## src/rtl/debouncer_ctrl_pkg.sv

```systemverilog
// debouncer_ctrl_pkg: register offsets and edge-field layout shared by the debouncer controller
package debouncer_ctrl_pkg;
    localparam logic [1:0] REG_STATE   = 2'd0;
    localparam logic [1:0] REG_IRQ_EN  = 2'd1;
    localparam logic [1:0] REG_PENDING = 2'd2;
    localparam logic [1:0] REG_PRESC   = 2'd3;
    localparam int FALL_SHIFT  = 16;
    localparam int MAX_EDGE_CH = 16;
endpackage

```

## src/rtl/debouncer_channel.sv

```systemverilog
// debouncer_channel: one input's stability counter; commits a new stable level after 2^CNT_WIDTH ticks without a glitch
module debouncer_channel #(
    parameter int CNT_WIDTH = 4
) (
    input  logic clk,
    input  logic rst,
    input  logic tick,
    input  logic in_sync,
    output logic stable,
    output logic rise,
    output logic fall
);
    logic [CNT_WIDTH-1:0] cnt_q, cnt_d;
    logic stable_q, stable_d;
    logic differ, commit;
    assign differ   = in_sync ^ stable_q;
    assign commit   = differ & tick & (&cnt_q);
    assign stable_d = commit ? in_sync : stable_q;
    assign cnt_d    = (!differ || commit) ? '0 : tick ? cnt_q + CNT_WIDTH'(1) : cnt_q;
    always_ff @(posedge clk) begin
        if (rst) begin
            cnt_q    <= '0;
            stable_q <= 1'b0;
        end else begin
            cnt_q    <= cnt_d;
            stable_q <= stable_d;
        end
    end
    assign stable = stable_q;
    assign rise   = commit & in_sync;
    assign fall   = commit & ~in_sync;
endmodule

```

## src/rtl/debouncer_ctrl.sv

```systemverilog
// debouncer_ctrl: multi-channel debouncer with Wishbone registers and level irq
// Falling-edge tracking (PENDING/IRQ_EN bits [31:16]) is built only with DEBOUNCER_CTRL_FALLING_EN.
module debouncer_ctrl
    import debouncer_ctrl_pkg::*;
#(
    parameter int CHANNELS    = 8,
    parameter int CNT_WIDTH   = 4,
    parameter int PRESC_WIDTH = 16,
    parameter logic [PRESC_WIDTH-1:0] PRESC_RESET = PRESC_WIDTH'(999)
) (
    input  logic                clk,
    input  logic                rst,
    input  logic [CHANNELS-1:0] in,
    input  logic                wb_cyc,
    input  logic                wb_stb,
    input  logic                wb_we,
    input  logic [3:0]          wb_adr,
    input  logic [31:0]         wb_dat_w,
    input  logic [3:0]          wb_sel,
    output logic [31:0]         wb_dat_r,
    output logic                wb_ack,
    output logic                irq
);
    localparam int EDGE_CH = (CHANNELS < MAX_EDGE_CH) ? CHANNELS : MAX_EDGE_CH;
    localparam logic [31:0] RISE_MASK = 32'((64'd1 << EDGE_CH) - 64'd1);
`ifdef DEBOUNCER_CTRL_FALLING_EN
    localparam logic [31:0] IMPL_MASK = RISE_MASK | (RISE_MASK << FALL_SHIFT);
`else
    localparam logic [31:0] IMPL_MASK = RISE_MASK;
`endif

    logic [CHANNELS-1:0] sync1_q, sync2_q, stable, rise, fall;
    logic [PRESC_WIDTH-1:0] presc_q, presc_d, pcnt_q, pcnt_d;
    logic [31:0] wm, wdat_m, en_q, en_d, pend_q, pend_d, ev, rdata, dat_r_q;
    logic [1:0] reg_sel;
    logic req, new_req, wr, presc_wr, tick, served_q, ack_q, irq_q;
    logic unused_adr;

    assign unused_adr = ^wb_adr[1:0];

    for (genvar g = 0; g < CHANNELS; g++) begin : g_ch
        debouncer_channel #(.CNT_WIDTH(CNT_WIDTH)) u_ch (
            .clk(clk), .rst(rst), .tick(tick), .in_sync(sync2_q[g]),
            .stable(stable[g]), .rise(rise[g]), .fall(fall[g])
        );
    end

    // A held request is served once; the master must drop stb before the next access.
    assign req      = wb_cyc & wb_stb;
    assign new_req  = req & ~served_q;
    assign wr       = new_req & wb_we;
    assign reg_sel  = wb_adr[3:2];
    assign wm       = {{8{wb_sel[3]}}, {8{wb_sel[2]}}, {8{wb_sel[1]}}, {8{wb_sel[0]}}};
    assign wdat_m   = wb_dat_w & wm;
    assign presc_wr = wr && reg_sel == REG_PRESC;

    assign presc_d = presc_wr ? (presc_q & ~wm[PRESC_WIDTH-1:0]) | wdat_m[PRESC_WIDTH-1:0] : presc_q;
    assign tick    = pcnt_q == '0 && !presc_wr;
    assign pcnt_d  = presc_wr ? presc_d : (pcnt_q == '0) ? presc_q : pcnt_q - PRESC_WIDTH'(1);

    // Hardware events are OR-ed in after the W1C clear so a coincident set survives.
    assign ev     = (32'(rise) | (32'(fall) << FALL_SHIFT)) & IMPL_MASK;
    assign en_d   = (wr && reg_sel == REG_IRQ_EN) ? ((en_q & ~wm) | wdat_m) & IMPL_MASK : en_q;
    assign pend_d = (pend_q & ~((wr && reg_sel == REG_PENDING) ? wdat_m : 32'd0)) | ev;

    assign rdata = (reg_sel == REG_STATE)   ? 32'(stable) :
                   (reg_sel == REG_IRQ_EN)  ? en_q :
                   (reg_sel == REG_PENDING) ? pend_q : 32'(presc_q);

    always_ff @(posedge clk) begin
        if (rst) begin
            sync1_q  <= '0;
            sync2_q  <= '0;
            presc_q  <= PRESC_RESET;
            pcnt_q   <= PRESC_RESET;
            en_q     <= '0;
            pend_q   <= '0;
            served_q <= 1'b0;
            ack_q    <= 1'b0;
            dat_r_q  <= '0;
            irq_q    <= 1'b0;
        end else begin
            sync1_q  <= in;
            sync2_q  <= sync1_q;
            presc_q  <= presc_d;
            pcnt_q   <= pcnt_d;
            en_q     <= en_d;
            pend_q   <= pend_d;
            served_q <= req;
            ack_q    <= new_req;
            dat_r_q  <= new_req ? rdata : '0;
            irq_q    <= |(pend_q & en_q);
        end
    end

    assign wb_ack   = ack_q;
    assign wb_dat_r = dat_r_q;
    assign irq      = irq_q;
endmodule
```

## config.mk

```make
export PLATFORM = sky130hd
export DESIGN_NAME = debouncer_ctrl
export DESIGN_NICKNAME = d
export VERILOG_FILES = /design/src/rtl/debouncer_ctrl_pkg.sv /design/src/rtl/debouncer_channel.sv /design/src/rtl/debouncer_ctrl.sv
export SDC_FILE = /design/constraint.sdc
export NUM_CORES = 1
export LEC_CHECK = 0
export ABC_AREA = 1
export CAP_MARGIN = 10
export CORE_MARGIN = 5
export CORE_UTILIZATION = 50
export CTS_CLUSTER_SIZE = 24
export DETAILED_ROUTE_END_ITERATION = 16
export DONT_BUFFER_PORTS = 1
export HOLD_SLACK_MARGIN = 0.15
export PLACE_DENSITY = 0.69
export SLEW_MARGIN = 25
export SYNTH_ARGS = -nofsm -noshare
export SYNTH_HDL_FRONTEND = slang
export SYNTH_SLANG_ARGS = --single-unit
```

## constraint.sdc

```tcl
create_clock -name clk -period 2 [get_ports clk]
set_input_delay 0.4 -clock clk [delete_from_list [all_inputs] [get_ports clk]]
set_output_delay 0.4 -clock clk [all_outputs]
set_load 0.02 [all_outputs]
```

**Word-level counts from Yosys, hierarchy flattened**

Index checks and enable logic that the tools add are counted.

- Add/subtract/negate cells: 9
- Shifts and indexed selects: 0
- Bitwise gates (word level): 49
- Multiplexer cells: 7
- Order comparisons: 0
- Reduce and logical (&&, ||, !) cells: 42
- Equal/unequal tests: 3
- Div/mod/pow operators: 0
- Multiply operators: 0

Operator list:

| cell | number |
|---|---|
| $mux 32 | 3 |
| $and 32x32->32 | 2 |
| $mux 16 | 3 |
| $add 4x1->4 const B | 8 |
| $and 32x8->32 | 1 |
| $not 32->32 | 1 |
| $or 32x8->32 | 1 |
| $reduce_and 4->1 | 8 |
| $reduce_or 32->1 | 1 |
| $and 1x1->1 | 27 |
| $reduce_or 2->1 | 9 |
| $and 16x16->16 | 1 |
| $logic_not 16->1 | 1 |
| $not 16->16 | 1 |
| $or 16x16->16 | 1 |
| $sub 16x1->16 const B | 1 |
| $logic_not 1->1 | 9 |
| $and 8x8->8 | 1 |
| $logic_or 1x1->1 | 8 |
| $mux 8 | 1 |
| $not 8->8 | 1 |
| $or 8x1->8 const B | 1 |
| $or 8x8->8 | 1 |
| $xor 1x1->1 | 8 |
| 6 further kinds | 11 |

- ROM bits: 0
- Output and inout bits: 34
- Memory bits (writable): 0
- Bits of input ports: 53
- Logic and storage cells: 137
- Memories kept: 0
- Latch bits: 0
- Register bits after elaboration: 163

**Longest topological paths before layout**

- Word-level depth: 11
- Depth in mapped cells: 11
- Mapped depth without buffers: 10

**Modules after synthesis**

A second synthesis with hierarchy kept.

- Cell total of the unflattened synthesis: 1012
- Area, all modules: 7264.5 um^2

By module, submodules not included:

| module | area an instance (um^2) | sequential area each (um^2) | times used | cells an instance |
|---|---|---|---|---|
| debouncer_ctrl | 5112.4 | 2462.4 | 1 | 692 |
| debouncer_channel | 269.0 | 100.1 | 8 | 40 |

**Least setup slack after synthesis**

Ideal clock, no wire load.

- Path kind: input to register
- From: input wb_cyc
- To: register pend_q[6]
- Data arrival time: 1369 ps
- Stages on the path: 8
- Buffers on the path: 1
- Data required time: 1868 ps
- Slack: 498 ps
- Cells stage by stage: nand2_1 > nor2_2 > nand2_2 > nor2_4 > inv_2 > buf_2 > o21ai_0 > a21oi_1

- Cells in the longest elaborated chain, start to end: 11
- Elaborated cells on any way between the ends: 15

RTL lines:

| item | line | source |
|---|---|---|
| start, declared | debouncer_ctrl.sv:14 | `input logic wb_cyc,` |
| $and 1x1->1 * | debouncer_ctrl.sv:49 | `assign req = wb_cyc & wb_stb;` |
| $and 1x1->1 * | debouncer_ctrl.sv:50 | `assign new_req = req & ~served_q;` |
| $and 1x1->1 * | debouncer_ctrl.sv:51 | `assign wr = new_req & wb_we;` |
| $logic_and 1x1->1 | debouncer_ctrl.sv:55 | `assign presc_wr = wr && reg_sel == REG_PRESC;` |
| $logic_not 1->1 | debouncer_ctrl.sv:58 | `assign tick = pcnt_q == '0 && !presc_wr;` |
| $logic_and 1x1->1 | debouncer_ctrl.sv:58 |  |
| $and 1x1->1 (2 in a row) | debouncer_channel.sv:17 | `assign commit = differ & tick & (&cnt_q);` |
| $and 1x1->1 | debouncer_channel.sv:30 | `assign rise = commit & in_sync;` |
| $or 8x1->8 | debouncer_ctrl.sv:62 | `assign ev = (32'(rise) \| (32'(fall) << FALL_SHIFT)) & IMPL_MASK;` |
| $or 32x8->32 * | debouncer_ctrl.sv:64 | `assign pend_d = (pend_q & ~((wr && reg_sel == REG_PENDING) ? wdat_m : 32'd0)) \| ev;` |
| end signal, assigned | debouncer_ctrl.sv:88 | `pend_q <= pend_d;` |
| end, declared | debouncer_ctrl.sv:34 | `logic [31:0] wm, wdat_m, en_q, en_d, pend_q, pend_d, ev, rdata, dat_r_q;` |

Mark *: on every way between the ends. The rest lies on a longest branch, timed or not.
A chain may end at the register's enable or synchronous reset.

**Worst setup path in the final report**

- From: input wb_stb
- To: register g_ch[1].u_ch.cnt_q[0]

- Cells in the longest elaborated chain, start to end: 10

RTL lines:

| item | line | source |
|---|---|---|
| start, declared | debouncer_ctrl.sv:15 | `input logic wb_stb,` |
| $and 1x1->1 * | debouncer_ctrl.sv:49 |  |
| $and 1x1->1 * | debouncer_ctrl.sv:50 |  |
| $and 1x1->1 * | debouncer_ctrl.sv:51 |  |
| $logic_and 1x1->1 * | debouncer_ctrl.sv:55 |  |
| $logic_not 1->1 * | debouncer_ctrl.sv:58 |  |
| $logic_and 1x1->1 * | debouncer_ctrl.sv:58 |  |
| $and 1x1->1 (2 in a row) | debouncer_channel.sv:17 |  |
| $logic_or 1x1->1 | debouncer_channel.sv:19 | `assign cnt_d = (!differ \|\| commit) ? '0 : tick ? cnt_q + CNT_WIDTH'(1) : cnt_q;` |
| $reduce_or 2->1 (no line) | n/a |  |
| end signal, assigned | debouncer_channel.sv:25 | `cnt_q <= cnt_d;` |
| end, declared | debouncer_channel.sv:13 | `logic [CNT_WIDTH-1:0] cnt_q, cnt_d;` |

Marks and branches as above.

==> impl_metrics.env <==
export IMPL_fin_area_um2=8340
export IMPL_synth_mux_area_share_pct=0
export IMPL_hold_violations=0
export IMPL_port_buffers=0
export IMPL_crit_type="input pin to flip-flop"
export IMPL_syn_area_um2=7230
export IMPL_dr_pass1_iters=8
export IMPL_synthDistinctLibCells=32
export IMPL_synthCells=1022
export IMPL_setup_tns_ns=0
export IMPL_worstHoldPathType="input pin to flip-flop"
export IMPL_num_io_pins=87
export IMPL_arrival_ns=2.19
export IMPL_htree_num_levels=4
export IMPL_worstMarginPinSlew_ns=0.476
export IMPL_syn_area_per_cell_um2=7.08
export IMPL_layout_cells_non_filler=1241
export IMPL_skew_ns=0.00843
export IMPL_layout_commonest_cell="nand2_1"
export IMPL_worst_path_max_fanout=20
export IMPL_final_cell_mix="222 x nand2_1, 176 x inv_1, 163 x dfxtp_1, 108 x nor2_1, 82 x nand3_1"
export IMPL_min_period_ns=1.87
export IMPL_cts_buffers=17
export IMPL_gp_congestion=0.922
export IMPL_cp_data_required_time_ns=2.32
export IMPL_cts_tree="built"
export IMPL_gr_usage_all_layers_pct=20.9
export IMPL_cts_root_buf="clkbuf_16"
export IMPL_synth_compound_area_share_pct=12.4
export IMPL_dieArea_um2=17000
export IMPL_fmax_ghz=0.535
export IMPL_yosysSeqAreaShare_pct=45.1
export IMPL_grt_max_degree=62
export IMPL_syn_nets=1085
export IMPL_cp_start_kind="input pin"
export IMPL_synth_seq_cells=163
export IMPL_start_util_pct=50.3
export IMPL_synth_top_family_by_area="simple AND/OR/NAND/NOR gates"
export IMPL_rsz0062_at_grt="false"
export IMPL_clock_path_buffers=2
export IMPL_totalWireLength_um=16600
export IMPL_drc=0
export IMPL_setup_viol=0
export IMPL_clkTransAtPathRegs_ns=0.07
export IMPL_slew_headroom_pct=68.2
export IMPL_die_w_um=130
export IMPL_rows=44
export IMPL_grt_pass1_vias=5976
export IMPL_drv_cap=0
export IMPL_diodes=0
export IMPL_grt_ovfl_total=0
export IMPL_dp_cells=1186
export IMPL_ant_nets=0
export IMPL_synth_xor_area_share_pct=2.06
export IMPL_antenna_found_initial=0
export IMPL_core_um2=14400
export IMPL_wl_per_cell_um=13.4
export IMPL_synthAdderAreaFrac_pct=1.73
export IMPL_clk_latency_ns=0.43
export IMPL_fin_crit_sh_pct=93.4
export IMPL_drive_gt1_share_pct=6.91
export IMPL_p_leak_nw=3.41
export IMPL_power_density_nw_per_um2=845
export IMPL_placed_area_um2=7450
export IMPL_hpwl_um=11000
export IMPL_ys_warn_count=0
export IMPL_die_h_um=130
export IMPL_crit_path_end_kind="flip-flop"
export IMPL_area_growth_pct=15.4
export IMPL_outcome="completed"
export IMPL_cts_sinks=163
export IMPL_drt_initial_drc_count=420
export IMPL_grt_pass1_wl_um=28400
export IMPL_nNetsFinal=1108
export IMPL_yosys_area_share_simple_pct=26.9
export IMPL_vias_per_cell=5.05
export IMPL_ir_drop_v=0.000766
export IMPL_final_max_slew_viol_count=0
export IMPL_vias=6266
export IMPL_n_fill_cell=1294
==> area by class of cell <==
class,instances,area [um^2],share of cell area (%)
clock buffers,17,425,5.10
clock inverters,14,198,2.37
inverters,181,679,8.14
multi-input cells,640,3120,37.5
flip-flops and latches,163,3260,39.1
well taps,184,230,2.76
repair buffers,42,422,5.05
==> synthesized netlist by cell type <==
library cell  instances  area [um^2]
o221ai_1              1         8.76
dfxtp_1             163         3260
a22o_1                2         17.5
a31oi_1               1         6.26
a221oi_1              1         8.76
ha_1                 10          125
inv_1               176          661
nand2_1             223          837
nor3_1                8         40.0
nor2_1              109          409
clkbuf_1             17         63.8
nand4_1              10         62.6
nand4_4               1         21.3
o21ai_1               3         15.0
nand2_2               3         18.8
o21ai_0              67          335
buf_1                 2         7.51
nor2_4                2         22.5
inv_2                 4         15.0
nand3b_1              8         60.1
xor2_1               10         87.6
nor3_4                1         16.3
o21bai_1              3         22.5
nor2_2                6         37.5
o211ai_1             30          225
buf_2                16         80.1
nand3_2               1         10.0
a21oi_1              51          255
buf_4                 3         22.5
xnor2_1               7         61.3
clkinv_1              1         3.75
nand3_1              82          410
==> worst max-delay path, stage by stage <==
cell           delay, ns
dlygate4sd3_1       0.56
nand2_1             0.12
nor2_4              0.15
nand2_2             0.14
nor2_4              0.18
buf_12              0.14
nor2_2              0.04
buf_4               0.20
nand2_1             0.09
nand2_1             0.06
inv_1               0.05
nor2_1              0.04
==> logic make-up after synthesis <==
group                    count (synthesis)
AO/OA/AOI/OAI                          159
XOR/XNOR                                17
adder cells (fa/ha/maj)                 10
buffers and inverters                  219
flip-flops                             163
AND/OR/NAND/NOR                        454
==> per-stage QoR <==
step           hold slack, ns  utilization (%)  setup slack, ns  total power [mW]
4_1_cts                 0.150             57.8           0.0228              7.11
6_report                0.161             58.1            0.132              7.05
3_3_place_gp            0.390             51.8            0.154              3.63
5_1_grt                 0.166             58.1           0.0176              7.30
2_1_floorplan           0.388                -            0.498              3.58
3_5_place_dp            0.396             51.8            0.108              3.63
==> registers in the layout, summed over array words and instances, names as in the netlist, named ones only <==
register,count
pcnt_q,16
g_ch.u_ch.cnt_q,32
wb_ack,1
sync1_q,8
sync2_q,8
presc_q,16
served_q,1
pend_q,32
wb_dat_r,32
g_ch.u_ch.stable,8
irq,1
==> power by group <==
| group | internal, mW | leakage (nW) | switching (mW) |
|---|---|---|---|
| Clock | 2.01 | 0.295 | 1.43 |
| Sequential | 3.28 | 1.32 | 0.0283 |
| Combinational | 0.117 | 1.79 | 0.184 |
| Total | 5.41 | 3.41 | 1.64 |
==> timing repair <==
action,in CTS,in global routing
resized for setup,0,4
setup endpoints to repair,0,39
endpoints found under the hold margin,49,0
hold buffers,22,0
buffers inserted,0,2
==> per-layer routing <==
layer,global-route usage (%),vias to the layer above,part of all wire (%)
li1,-,3258,-
met1,27.4,2861,45
met2,34.3,128,48
met3,5.49,19,5.5
met4,5.68,0,1.3
met5,0,-,0
==> final timing paths <==
kind | cells past startpoint | from | endpoint | slack [ns]
min reg2reg | 2 | sync1_q[0] | sync2_q[0] | 0.40
min | 3 | wb_dat_w[30] | pend_q[30] | 0.16
max | 12 | wb_stb | g_ch[1].u_ch.cnt_q[0] | 0.13
max reg2reg | 10 | pcnt_q[1] | g_ch[1].u_ch.cnt_q[2] | 0.17
No activity file was read; power rests on OpenSTA's default activity.
